===== src/rtl/wb_pkg.sv =====
// wb_pkg: shared constants and request type for the register-file writeback queue
package wb_pkg;
  localparam int ADDR_W = 5;
  localparam int DATA_W = 32;
  localparam int NUM_REGS = 32;
  localparam int ZERO_REG = 0;
  typedef struct packed {
    logic [ADDR_W-1:0] addr;
    logic [DATA_W-1:0] data;
  } wb_req_t;
endpackage


===== src/rtl/wb_fifo.sv =====
// wb_fifo: in-order request storage; entries are exported oldest-first with per-entry valid flags
module wb_fifo
  import wb_pkg::*;
#(
  parameter int DEPTH = 4
) (
  input  logic                         clk_i,
  input  logic                         rst_i,
  input  logic                         push_i,
  input  logic                         pop_i,
  input  wb_req_t                      din_i,
  output wb_req_t                      ent_o [DEPTH],
  output logic [DEPTH-1:0]             vld_o,
  output logic [$clog2(DEPTH+1)-1:0]   count_o,
  output logic                         full_o,
  output logic                         empty_o
);
  localparam int PW = $clog2(DEPTH);
  localparam int CW = $clog2(DEPTH+1);
  wb_req_t r_mem [DEPTH];
  logic [PW-1:0] r_wr, r_rd;
  logic [CW-1:0] r_cnt;
  always_ff @(posedge clk_i or posedge rst_i)
    if (rst_i) begin
      r_wr <= '0;
      r_rd <= '0;
      r_cnt <= '0;
    end else begin
      if (push_i) r_wr <= r_wr + PW'(1);
      if (pop_i) r_rd <= r_rd + PW'(1);
      r_cnt <= r_cnt + CW'(push_i) - CW'(pop_i);
    end
  always_ff @(posedge clk_i)
    if (push_i) r_mem[r_wr] <= din_i;
  for (genvar i = 0; i < DEPTH; i++) begin : g_ent
    assign ent_o[i] = r_mem[r_rd + PW'(i)];
    assign vld_o[i] = CW'(i) < r_cnt;
  end
  assign count_o = r_cnt;
  assign full_o = r_cnt == CW'(DEPTH);
  assign empty_o = r_cnt == '0;
endmodule


===== src/rtl/wb_write_queue.sv =====
// wb_write_queue: buffered register-file writeback initiator; define WB_BYPASS_EN for the q_hit_o/q_data_o bypass lookup
module wb_write_queue
  import wb_pkg::*;
#(
  parameter int DEPTH = 4,
  parameter int DATA_W = 32,
  parameter int ADDR_W = 5
) (
  input  logic                        clk_i,
  input  logic                        rst_i,
  input  logic                        req_valid_i,
  output logic                        req_ready_o,
  input  logic [ADDR_W-1:0]           req_addr_i,
  input  logic [DATA_W-1:0]           req_data_i,
  input  logic                        drain_en_i,
  output logic                        RegWrite_o,
  output logic [ADDR_W-1:0]           RDaddr_o,
  output logic [DATA_W-1:0]           RDdata_o,
  output logic [31:0]                 pend_mask_o,
  output logic [$clog2(DEPTH+1)-1:0]  count_o,
  input  logic [ADDR_W-1:0]           q_addr_i,
  output logic                        q_hit_o,
  output logic [DATA_W-1:0]           q_data_o
);
  wb_req_t w_ent [DEPTH];
  wb_req_t w_din;
  logic [DEPTH-1:0] w_vld;
  logic w_full, w_empty, w_push, w_pop;
  logic r_we;
  logic [ADDR_W-1:0] r_addr;
  logic [DATA_W-1:0] r_data;
  logic [NUM_REGS-1:0] w_pend;
  assign req_ready_o = !w_full;
  // writes to $0 complete the handshake but are dropped here
  assign w_push = req_valid_i && req_ready_o && req_addr_i != ADDR_W'(ZERO_REG);
  assign w_pop = drain_en_i && !w_empty;
  assign w_din = {req_addr_i, req_data_i};
  wb_fifo #(.DEPTH(DEPTH)) u_fifo (
    .clk_i   (clk_i),
    .rst_i   (rst_i),
    .push_i  (w_push),
    .pop_i   (w_pop),
    .din_i   (w_din),
    .ent_o   (w_ent),
    .vld_o   (w_vld),
    .count_o (count_o),
    .full_o  (w_full),
    .empty_o (w_empty)
  );
  always_ff @(posedge clk_i or posedge rst_i)
    if (rst_i) begin
      r_we <= 1'b0;
      r_addr <= '0;
      r_data <= '0;
    end else begin
      r_we <= w_pop;
      if (w_pop) begin
        r_addr <= w_ent[0].addr;
        r_data <= w_ent[0].data;
      end
    end
  always_comb begin
    w_pend = '0;
    for (int i = 0; i < DEPTH; i++) if (w_vld[i]) w_pend[w_ent[i].addr] = 1'b1;
    if (r_we) w_pend[r_addr] = 1'b1;
    w_pend[0] = 1'b0;
  end
  assign RegWrite_o = r_we;
  assign RDaddr_o = r_addr;
  assign RDdata_o = r_data;
  assign pend_mask_o = w_pend;
`ifdef WB_BYPASS_EN
  logic [DATA_W-1:0] w_qdata;
  // entries are oldest-first, so the last match is the youngest
  always_comb begin
    w_qdata = (r_we && r_addr == q_addr_i) ? r_data : '0;
    for (int i = 0; i < DEPTH; i++) if (w_vld[i] && w_ent[i].addr == q_addr_i) w_qdata = w_ent[i].data;
  end
  assign q_hit_o = q_addr_i != ADDR_W'(ZERO_REG) && w_pend[q_addr_i];
  assign q_data_o = w_qdata;
`else
  logic w_unused_q;
  assign w_unused_q = ^q_addr_i;
  assign q_hit_o = 1'b0;
  assign q_data_o = '0;
`endif
endmodule

===== config.mk =====
export PLATFORM = sky130hd
export DESIGN_NAME = wb_write_queue
export DESIGN_NICKNAME = d
export VERILOG_FILES = /design/src/rtl/wb_pkg.sv /design/src/rtl/wb_fifo.sv /design/src/rtl/wb_write_queue.sv
export SDC_FILE = /design/constraint.sdc
export NUM_CORES = 1
export LEC_CHECK = 0
export CORE_MARGIN = 4
export CORE_UTILIZATION = 50
export DETAILED_ROUTE_END_ITERATION = 7
export PLACE_DENSITY = 0.83
export SETUP_SLACK_MARGIN = 0.3
export SYNTH_ARGS = -nofsm -noshare
export SYNTH_HDL_FRONTEND = slang
export SYNTH_SLANG_ARGS = --single-unit

===== constraint.sdc =====
create_clock -name clk_i -period 7.2 [get_ports clk_i]
set_clock_uncertainty 0.15 [all_clocks]
set_input_delay 1.08 -clock clk_i [delete_from_list [all_inputs] [get_ports clk_i]]
set_output_delay 1.08 -clock clk_i [all_outputs]
set_load 0.05 [all_outputs]

==> results of run 1 <==
[flip-flops by register name, summed over array words and instances, names as in the netlist]
signal          count
u_fifo.r_wr         2
u_fifo.count_o      3
u_fifo.r_rd         2
RegWrite_o          1
u_fifo.r_mem      148
RDaddr_o            5
RDdata_o           32
[power by group]
group          internal (uW)  switching, uW
Clock                    460            428
Combinational           1020           1890
Sequential              1510            278
[how the worst min path moves through the flow]
stage,from,end,slack [ps],cells past startpoint
after detailed placement,RDdata_o[27],RDdata_o[27],310,2
after global routing,RDdata_o[2],RDdata_o[2],350,2
after floorplan,u_fifo.r_wr[1],u_fifo.r_wr[1],380,1
final,RDdata_o[26],RDdata_o[26],330,2
after global placement,RDdata_o[12],RDdata_o[12],310,2
after CTS,RDdata_o[27],RDdata_o[27],330,2
[Yosys cell counts, drive strengths merged]
cell	count
a31oi	30
nand2b	1
dfrtp	45
nor3b	1
and2	9
a32oi	3
xor2	1
a22oi	28
inv	10
o2111ai	1
nor4	5
buf	49
nor3	1
o31ai	1
nand3b	5
and4b	7
nand3	33
or3b	4
conb	1
fa	1
ha	8
xnor2	3
mux4	52
or4	1
clkbuf	27
o211a	1
and4	2
nor4b	9
nor2b	12
mux2	1
edfxtp	148
nand2	144
and4bb	3
nor2	35
[logic make-up (layout without fill, tap and decap cells)]
group	count (synthesis)	count (layout)	synth area share [%]
simple gates	272	272	15.5
other cells	1	34	0.0401
compound gates	64	64	4.82
xor+xnor	4	4	0.375
mux	53	53	13.0
fa+ha+maj	9	9	1.29
buf+inv	86	159	5.37
flops	193	193	59.6
[per-stage QoR]
step | utilization (%) | setup WS (ps) | std cells | total power [uW] | instance area (um2)
2_1_floorplan | - | 3600 | 715 | 3900 | 9470
3_3_place_gp | 57.7 | 2300 | 985 | 4680 | 10500
3_5_place_dp | 57.7 | 2330 | 985 | 4730 | 10500
4_1_cts | 60.9 | 1840 | 1017 | 5620 | 11000
5_1_grt | 60.9 | 1610 | 1017 | 5880 | 11000
6_report | 60.9 | 1860 | 1017 | 5590 | 11000
[layer usage]
layer / GRT usage [%] / up-vias / wire length, um
met4: 6.82 / 0 / 476
met1: 27.6 / 2928 / 8600
met5: 0 / - / 0
met2: 33.7 / 209 / 10400
met3: 3.94 / 33 / 1190
li1: - / 2702 / -
[area by class of cell]
type                       count  area, um2
fill                        1368       7100
sequential                   193       5580
inverter                      10       37.5
clock buffer                  18        429
clock inverter                14        141
timing repair buffer         117       1160
tap                          229        287
multi-input combinational    436       3410
[worst max-delay path, cell delays in order, from the launching register on]
cell	delay, ps
dfrtp_4	1060
mux4_1	780
nor2b_1	550
a32oi_1	210
o2111ai_1	190
clkdlybuf4s50_1	850
==> impl_results.md, run 1 <==
* R2R Path End: u_fifo.count_o[2]
* Top cell type's share of synthesized area at 47.6%
* Seq/Total Area, Yosys at 59.6%
* Min Hold Slack at 326 ps
* CP Max Fanout at 54
* Worst R2R Setup Slack at 4220 ps
* R2R depth at 10
* Crit path kind: flip-flop to output pin
* Gp weighted congestion at 0.969
* Htree depth at 4
* Final worst-path cycle share at 74.2%
* Clock tree sinks at 193
* Area growth, synth to finish at 18.2%
* Synth Instances at 682
* Hpwl dp at 14300 um
* Synth top area cells: edfxtp_1 48%, dfrtp_1 12%, mux4_2 10%, nand2_1 5.8%, buf_4 2.9%
* Nature of the critical path startpoint: flip-flop
* Die width at 145 um
* Starting density of the core at 51.5%
* # nets final at 830
* Post-synthesis cell area at 9340 um2
* Largest net degree at the start of global routing at 55
* Gr usage total at 20.4%
* Vias in the first global route at 5732
* Initial DRT Pass Iterations at 5
* Max Clk Rate at 187 MHz
* Actual slew at the worst max-slew pin at 1040 ps
* # resized after CTS at 0
* Worst-path clk slew at 70 ps
* Routed length per placed instance at 20.4 um
* Iter 0 DRT Violations at 342
* Most frequent cells in the layout: 148 x edfxtp_1, 144 x nand2_1, 113 x clkdlybuf4s50_1
* Worst R2R Start: u_fifo.count_o[2]
* Arrival time worst endpoint at 4110 ps
* Global route total overflow at 0
* Maxcap violations at 0
* Crit path to: pend_mask_o[16]
* CP required at 5970 ps
* Worst VDD drop at 0.000275 V
* Commonest non-fill, non-tap cell in the layout: edfxtp_1
* Row count at 49
* Final Max Slew Viols at 0
* Final WL at 20700 um
* Number of port buffers at 113
* Worst hold path class: flip-flop to flip-flop
* Antenna Diode Count at 0
* Minimum clock period after layout at 5340 ps
* Final setup TNS at 0 ps
* Clock tree from TritonCTS: yes
* Root buffer cell: clkbuf_16
* RSZ-0062 raised after global routing: false
* Setup Viol. Count Final at 0
* Die area at 20900 um2
* Max Root-Sink Buffers at 2
* Area leader, netlist: edfxtp_1
* Remaining antenna violation count at 0
* Vias per std cell at 5.77
* Initial antenna violation count at 0
* Synth cell types at 45
* Final Hold Fails at 0
* Hold buffer count at CTS at 0
* Setup crit start: u_fifo.r_rd[0]
* Power Dens Cells at 506 nW/um2
* Cts bufs inserted at 17
* Die height at 145 um
* Worst skew pair latency at 430 ps
* Setup Buffers After CTS at 0
* LEAKAGE at 0.00404 uW
* IO Count at 153
* Syn Area/Cell at 13.7 um2
* Critical path capture point type: output pin
* Share of cells above drive strength 1 at 13.3%
* First-pass GRT wire length at 32400 um
* Vias after detailed routing at 5872
* Status: complete, no violations
* Flops & latches, synth at 193
* Slew Limit Headroom at 30.8%
* Core region area at 18100 um2
* DRC Markers at 0
* Yosys warns at 0
(Power assumes the default switching activity.)
==> inputs of run 2 (changes only) <==
Clock period 7.2 ns to 5.4 ns, I/O delays scaled along.
==> run 2 against run 1 <==
Net effect: final cell count did not move; global-route usage barely moved; register-to-register slack got worse by 1800 ps; count of clock-buffer cells in the layout rose by 5; first-iteration DRC count rose by 37%; clock power rose by 40%; routed wire length rose by 1.2%; combinational power rose by 36%; sequential power rose by 30%; die area did not move; critical endpoint unchanged; highest routed layer unchanged.
==> impl_results.md, run 2 (synthesis gave the netlist of run 1 again) <==
* R2R Path End: u_fifo.count_o[2] (unchanged)
* Slew Limit Headroom at 27.6% (was 30.8%)
* Critical path's largest stage delay at 740 ps (was 1060 ps)
* Antenna Diode Count at 0 (unchanged)
* Max Clk Rate at 213 MHz
* # nets final at 831 (was 830)
* Starting density of the core at 51.5% (unchanged)
* Clock tree from TritonCTS: yes (unchanged)
* Power Dens Cells at 680 nW/um2 (was 506 nW/um2)
* Root buffer cell: clkbuf_16 (unchanged)
* R2R depth at 10 (unchanged)
* Worst R2R Setup Slack at 2440 ps (was 4220 ps)
* Core region area at 18100 um2 (unchanged)
* Final worst-path cycle share at 86.8%
* DRC Markers at 0 (unchanged)
* Share of cells above drive strength 1 at 12.7% (was 13.3%)
* Arrival time worst endpoint at 3730 ps (was 4110 ps)
* Hpwl dp at 14000 um (was 14300 um)
* Final Hold Fails at 0 (unchanged)
* Setup Buffers After CTS at 0 (unchanged)
* Status: complete, no violations (unchanged)
* Die width at 145 um (unchanged)
* Critical path capture point type: output pin (unchanged)
* Area growth, synth to finish at 18.5% (was 18.2%)
* Sum of buffers and inverters on the critical path at 2 (was 1)
* Setup ws final at 712 ps (was 1860 ps)
* First-pass GRT wire length at 32100 um (was 32400 um)
* CP Max Fanout at 12 (was 54)
* Max Root-Sink Buffers at 2 (unchanged)
* LEAKAGE at 0.00405 uW (was 0.00404 uW)
* Hold buffer count at CTS at 0 (unchanged)
* # resized after CTS at 0 (unchanged)
* Minimum clock period after layout at 4690 ps
* Worst-path clk slew at 70 ps (about the same)
* Crit path to: pend_mask_o[16] (unchanged)
* Nature of the critical path startpoint: flip-flop (unchanged)
* Worst skew pair latency at 420 ps (was 430 ps)
* IO Count at 153 (unchanged)
* Slowest cell on crit path: clkdlybuf4s50_1 (was dfrtp_4)
* Pre-CTS setup slack at 1180 ps (was 2330 ps)
* Die area at 20900 um2 (unchanged)
* Final Max Slew Viols at 0 (unchanged)
* Routed length per placed instance at 20.6 um (was 20.4 um)
* Max reg flops at 148 (unchanged)
* Remaining antenna violation count at 0 (unchanged)
* CP Depth at 7 (was 5)
* Final setup TNS at 0 ps (unchanged)
* Cts bufs inserted at 17 (unchanged)
* Worst R2R Start: u_fifo.count_o[1] (was u_fifo.count_o[2])
* Initial DRT Pass Iterations at 5 (unchanged)
* Crit path cell chain: inv_1, ha_1, nor2b_1, nor4_4, a32oi_1, o2111ai_1, clkdlybuf4s50_1 (was mux4_1, nor2b_1, a32oi_1, o2111ai_1, clkdlybuf4s50_1)
* Most frequent cells in the layout: 148 x edfxtp_1, 144 x nand2_1, 113 x clkdlybuf4s50_1 (unchanged)
* Setup crit start: u_fifo.count_o[2] (was u_fifo.r_rd[0])
* Number of port buffers at 113 (unchanged)
* Die height at 145 um (unchanged)
* Clock tree sinks at 193 (unchanged)
* Maxcap violations at 0 (unchanged)
* Vias in the first global route at 5765 (was 5732)
* Largest net degree at the start of global routing at 46 (was 55)
* Setup Viol. Count Final at 0 (unchanged)
* Commonest non-fill, non-tap cell in the layout: edfxtp_1 (unchanged)
* Gp weighted congestion at 0.944 (was 0.969)
* Worst hold path class: flip-flop to flip-flop (unchanged)
* Iter 0 DRT Violations at 467 (was 342)
* Worst VDD drop at 0.000424 V (was 0.000275 V)
* Initial antenna violation count at 0 (unchanged)
* Biggest register: u_fifo.r_mem (unchanged)
* CP required at 4440 ps (was 5970 ps)
* Htree depth at 4 (unchanged)
* Global route total overflow at 0 (unchanged)
* RSZ-0062 raised after global routing: false (unchanged)
* Final WL at 21000 um (was 20700 um)
* Vias per std cell at 5.83 (was 5.77)
* Top delay family on crit path: buffers and inverters (was flip-flops)
* Row count at 49 (unchanged)
* Actual slew at the worst max-slew pin at 1090 ps (was 1040 ps)
* Crit path kind: flip-flop to output pin (unchanged)
* Gr usage total at 20.4% (about the same)
* Vias after detailed routing at 5929 (was 5872)
run 2: cell types whose count changed in the layout (fill, tap and decap cells not counted):
cell	previous run	this run
clkbuf_1	1	5
inv_6	5	1
bufinv_16	0	3
clkinv_4	4	1
clkinv_8	2	0
buf_4	4	5
clkbuf_8	0	1
clkinv_1	0	1
inv_8	2	1
run 2: metal layers:
metal  GRT usage (%)  vias to the layer above  part of all wire, %
met4            6.82                        0                  2.4
met2            33.3                      265                   50
met5               0                        -                    0
met3            3.91                       34                  6.6
met1            27.9                     2937                   41
li1                -                     2693                    -
run 2: worst register-to-register path, cell delays in order (launching register included):
cell and delay [ps]:
dfrtp_1 470, o31ai_4 260, buf_4 450, inv_1 90
buf_4 280, ha_1 370, inv_1 60, ha_1 130
inv_1 50, fa_1 380, xor2_1 170
run 2: metrics by stage:
step / util [%] / total power (uW) / hold WS [ps] / cell area [um2] / cells
floorplan: - / 5200 / 384 / 9470 / 715
global placement: 57.8 / 6230 / 310 / 10500 / 986
detailed placement: 57.8 / 6300 / 312 / 10500 / 986
CTS: 61.0 / 7560 / 329 / 11100 / 1017
global route: 61.0 / 7900 / 347 / 11100 / 1017
finish: 61.0 / 7530 / 326 / 11100 / 1017
run 2: how the worst min path moves through the flow:
stage                         from             end  cells after the start
detailed placement    RDdata_o[20]    RDdata_o[20]                      2
floorplan           u_fifo.r_wr[1]  u_fifo.r_wr[1]                      1
finish                 RDdata_o[4]     RDdata_o[4]                      2
global route           RDdata_o[4]     RDdata_o[4]                      2
CTS                    RDdata_o[4]     RDdata_o[4]                      2
global placement      RDdata_o[27]    RDdata_o[27]                      2
run 2: cell type report:
cell class / count / area (um2)
tap: 229 / 287
fill: 1333 / 7080
multi-input combinational: 436 / 3410
sequential: 193 / 5580
timing repair buffer: 118 / 1170
clock inverter: 8 / 130
clock buffer: 23 / 458
inverter: 10 / 37.5
run 2: power breakdown:
group / internal, uW / leakage (uW) / switching [uW] / total (uW)
combinational: 1360 / 0.00187 / 2600 / 3960
sequential: 2020 / 0.00190 / 300 / 2320
clock: 743 / 0.000281 / 501 / 1240
==> inputs of run 3 (changes only) <==
Clock period 5.4 ns to 5.9 ns, I/O delays scaled along.
==> run 3 against run 2 <==
Net effect: setup slack better by 340 ps; non-clock buffer count stayed put; largest power group unchanged; die area stayed put; first-iteration DRC count is 16% higher; sequential cell count stayed put; routed wire length is 0.44% higher; final area is 0.10% higher; utilization is 0.062 points higher; total power is 8.4% lower; worst hold slack worse by 0.74 ps.
==> impl_results.md, run 3 (synthesis gave the netlist of run 1 again) <==
* # resized after CTS at 0 (unchanged)
* Clock tree from TritonCTS: yes (unchanged)
* # nets final at 831 (unchanged)
* LEAKAGE at 0.00406 uW (was 0.00405 uW)
* Max reg flops at 148 (unchanged)
* Status: complete, no violations (unchanged)
* Max Clk Rate at 206 MHz
* Largest net degree at the start of global routing at 46 (unchanged)
* Max Root-Sink Buffers at 2 (unchanged)
* Setup Buffers After CTS at 0 (unchanged)
* IO Count at 153 (unchanged)
* Setup Viol. Count Final at 0 (unchanged)
* RSZ-0062 raised after global routing: false (unchanged)
* Initial DRT Pass Iterations at 5 (unchanged)
* Root buffer cell: clkbuf_16 (unchanged)
* Row count at 49 (unchanged)
* Vias in the first global route at 5884 (was 5765)
* Initial antenna violation count at 0 (unchanged)
* Vias after detailed routing at 5928 (was 5929)
* Hold buffer count at CTS at 0 (unchanged)
* Die area at 20900 um2 (unchanged)
* Cts bufs inserted at 17 (unchanged)
* Worst skew pair latency at 430 ps (was 420 ps)
* Crit path kind: flip-flop to output pin (unchanged)
* Antenna Diode Count at 0 (unchanged)
* Die height at 145 um (unchanged)
* Met2 WL post-DR at 10600 um (was 10400 um)
* Worst VDD drop at 0.000336 V (was 0.000424 V)
* Share of cells above drive strength 1 at 13.2% (was 12.7%)
* Worst hold path class: flip-flop to flip-flop (unchanged)
* Most frequent cells in the layout: 148 x edfxtp_1, 144 x nand2_1, 113 x clkdlybuf4s50_1 (unchanged)
* CP Max Fanout at 34 (was 12)
* Pre-CTS setup slack at 1520 ps (was 1180 ps)
* Met1 wire length at 8610 um (was 8660 um)
* DRC Markers at 0 (unchanged)
* Nature of the critical path startpoint: flip-flop (unchanged)
* Worst-path clk slew at 70 ps (about the same)
* Global route total overflow at 0 (unchanged)
* Minimum clock period after layout at 4850 ps
* Slew Limit Headroom at 31.0% (was 27.6%)
* Gr usage total at 20.8% (was 20.4%)
* Actual slew at the worst max-slew pin at 1030 ps (was 1090 ps)
* Maxcap violations at 0 (unchanged)
* Met3 wire len at 1320 um (was 1380 um)
* Area growth, synth to finish at 18.6% (was 18.5%)
* Setup ws final at 1050 ps (was 712 ps)
* Post-placement cell count at 986 (unchanged)
* Commonest non-fill, non-tap cell in the layout: edfxtp_1 (unchanged)
* Critical path capture point type: output pin (unchanged)
* Final WL at 21000 um (about the same)
* First-pass GRT wire length at 32800 um (was 32100 um)
* DR top layer: met4 (unchanged)
* Hpwl dp at 14400 um (was 14000 um)
* Biggest register: u_fifo.r_mem (unchanged)
* Final worst-path cycle share at 82.2%
* Final setup TNS at 0 ps (unchanged)
* Iter 0 DRT Violations at 544 (was 467)
* Arrival time worst endpoint at 3810 ps (was 3730 ps)
* Clock tree sinks at 193 (unchanged)
* Die width at 145 um (unchanged)
* Fillers at 1358 (was 1333)
* Number of port buffers at 113 (unchanged)
* Power Dens Cells at 622 nW/um2 (was 680 nW/um2)
* Final Hold Fails at 0 (unchanged)
* Remaining antenna violation count at 0 (unchanged)
* Starting density of the core at 51.5% (unchanged)
* Vias per std cell at 5.82 (was 5.83)
* CP required at 4870 ps (was 4440 ps)
* Routed length per placed instance at 20.7 um (was 20.6 um)
* Htree depth at 4 (unchanged)
* Core region area at 18100 um2 (unchanged)
* Non-Filler Instances at 1018 (was 1017)
* Gp weighted congestion at 0.925 (was 0.944)
* Final Max Slew Viols at 0 (unchanged)
==> run 3: cell types whose count changed in the layout (fill, tap and decap cells not counted), sizes merged <==
cell | before | now
clkbuf | 23 | 22
clkinv | 2 | 4
bufinv | 3 | 2
inv | 12 | 13
==> run 3: cell type report <==
cell class	count	area (um2)	area share, %
clock buffer	22	475	4.29
clock inverter	10	124	1.12
inverter	10	37.5	0.339
multi-input combinational	436	3410	30.8
sequential	193	5580	50.3
tap	229	287	2.59
timing repair buffer	118	1170	10.5
==> run 3: final timing paths <==
check                                   from                 to  depth (start not counted)  slack [ps]
setup / recovery              u_fifo.r_rd[1]    pend_mask_o[16]                          5        1050
hold / removal                   RDdata_o[3]        RDdata_o[3]                          2         320
setup reg to reg           u_fifo.count_o[1]  u_fifo.count_o[2]                         10        2930
hold reg to reg                  RDdata_o[3]        RDdata_o[3]                          2         320
max in group asynchronous              rst_i     u_fifo.r_rd[0]                          3        4280
min in group asynchronous              rst_i       RDdata_o[13]                          3         810
==> run 3: where the power goes <==
group	internal (uW)	leakage (uW)	total [uW]	switching (uW)
sequential	1850	0.00190	2130	282
clock	667	0.000292	1150	479
combinational	1250	0.00187	3620	2370
total	3760	0.00406	6900	3130
==> run 3: stage by stage <==
stage	hold slack, ps	cell area (um2)	util (%)	power, uW
2_1_floorplan	384	9470	-	4760
3_3_place_gp	310	10500	57.8	5720
3_5_place_dp	311	10500	57.8	5780
4_1_cts	328	11100	61.1	6930
5_1_grt	354	11100	61.1	7250
6_report	325	11100	61.1	6900
==> run 3: worst max-delay path, cell delays in order, from the launching register on <==
cell             delay (ps)
dfrtp_2                 920
mux4_2                  640
nor2b_1                 550
a32oi_1                 240
o2111ai_1               180
clkdlybuf4s50_1         860
==> run 3: per-layer routing <==
metal | GRT usage (%) | vias to the layer above
met3 | 3.88 | 33
met1 | 26.9 | 2967
met5 | 0 | -
li1 | - | 2689
met2 | 35.5 | 239
met4 | 7.51 | 0
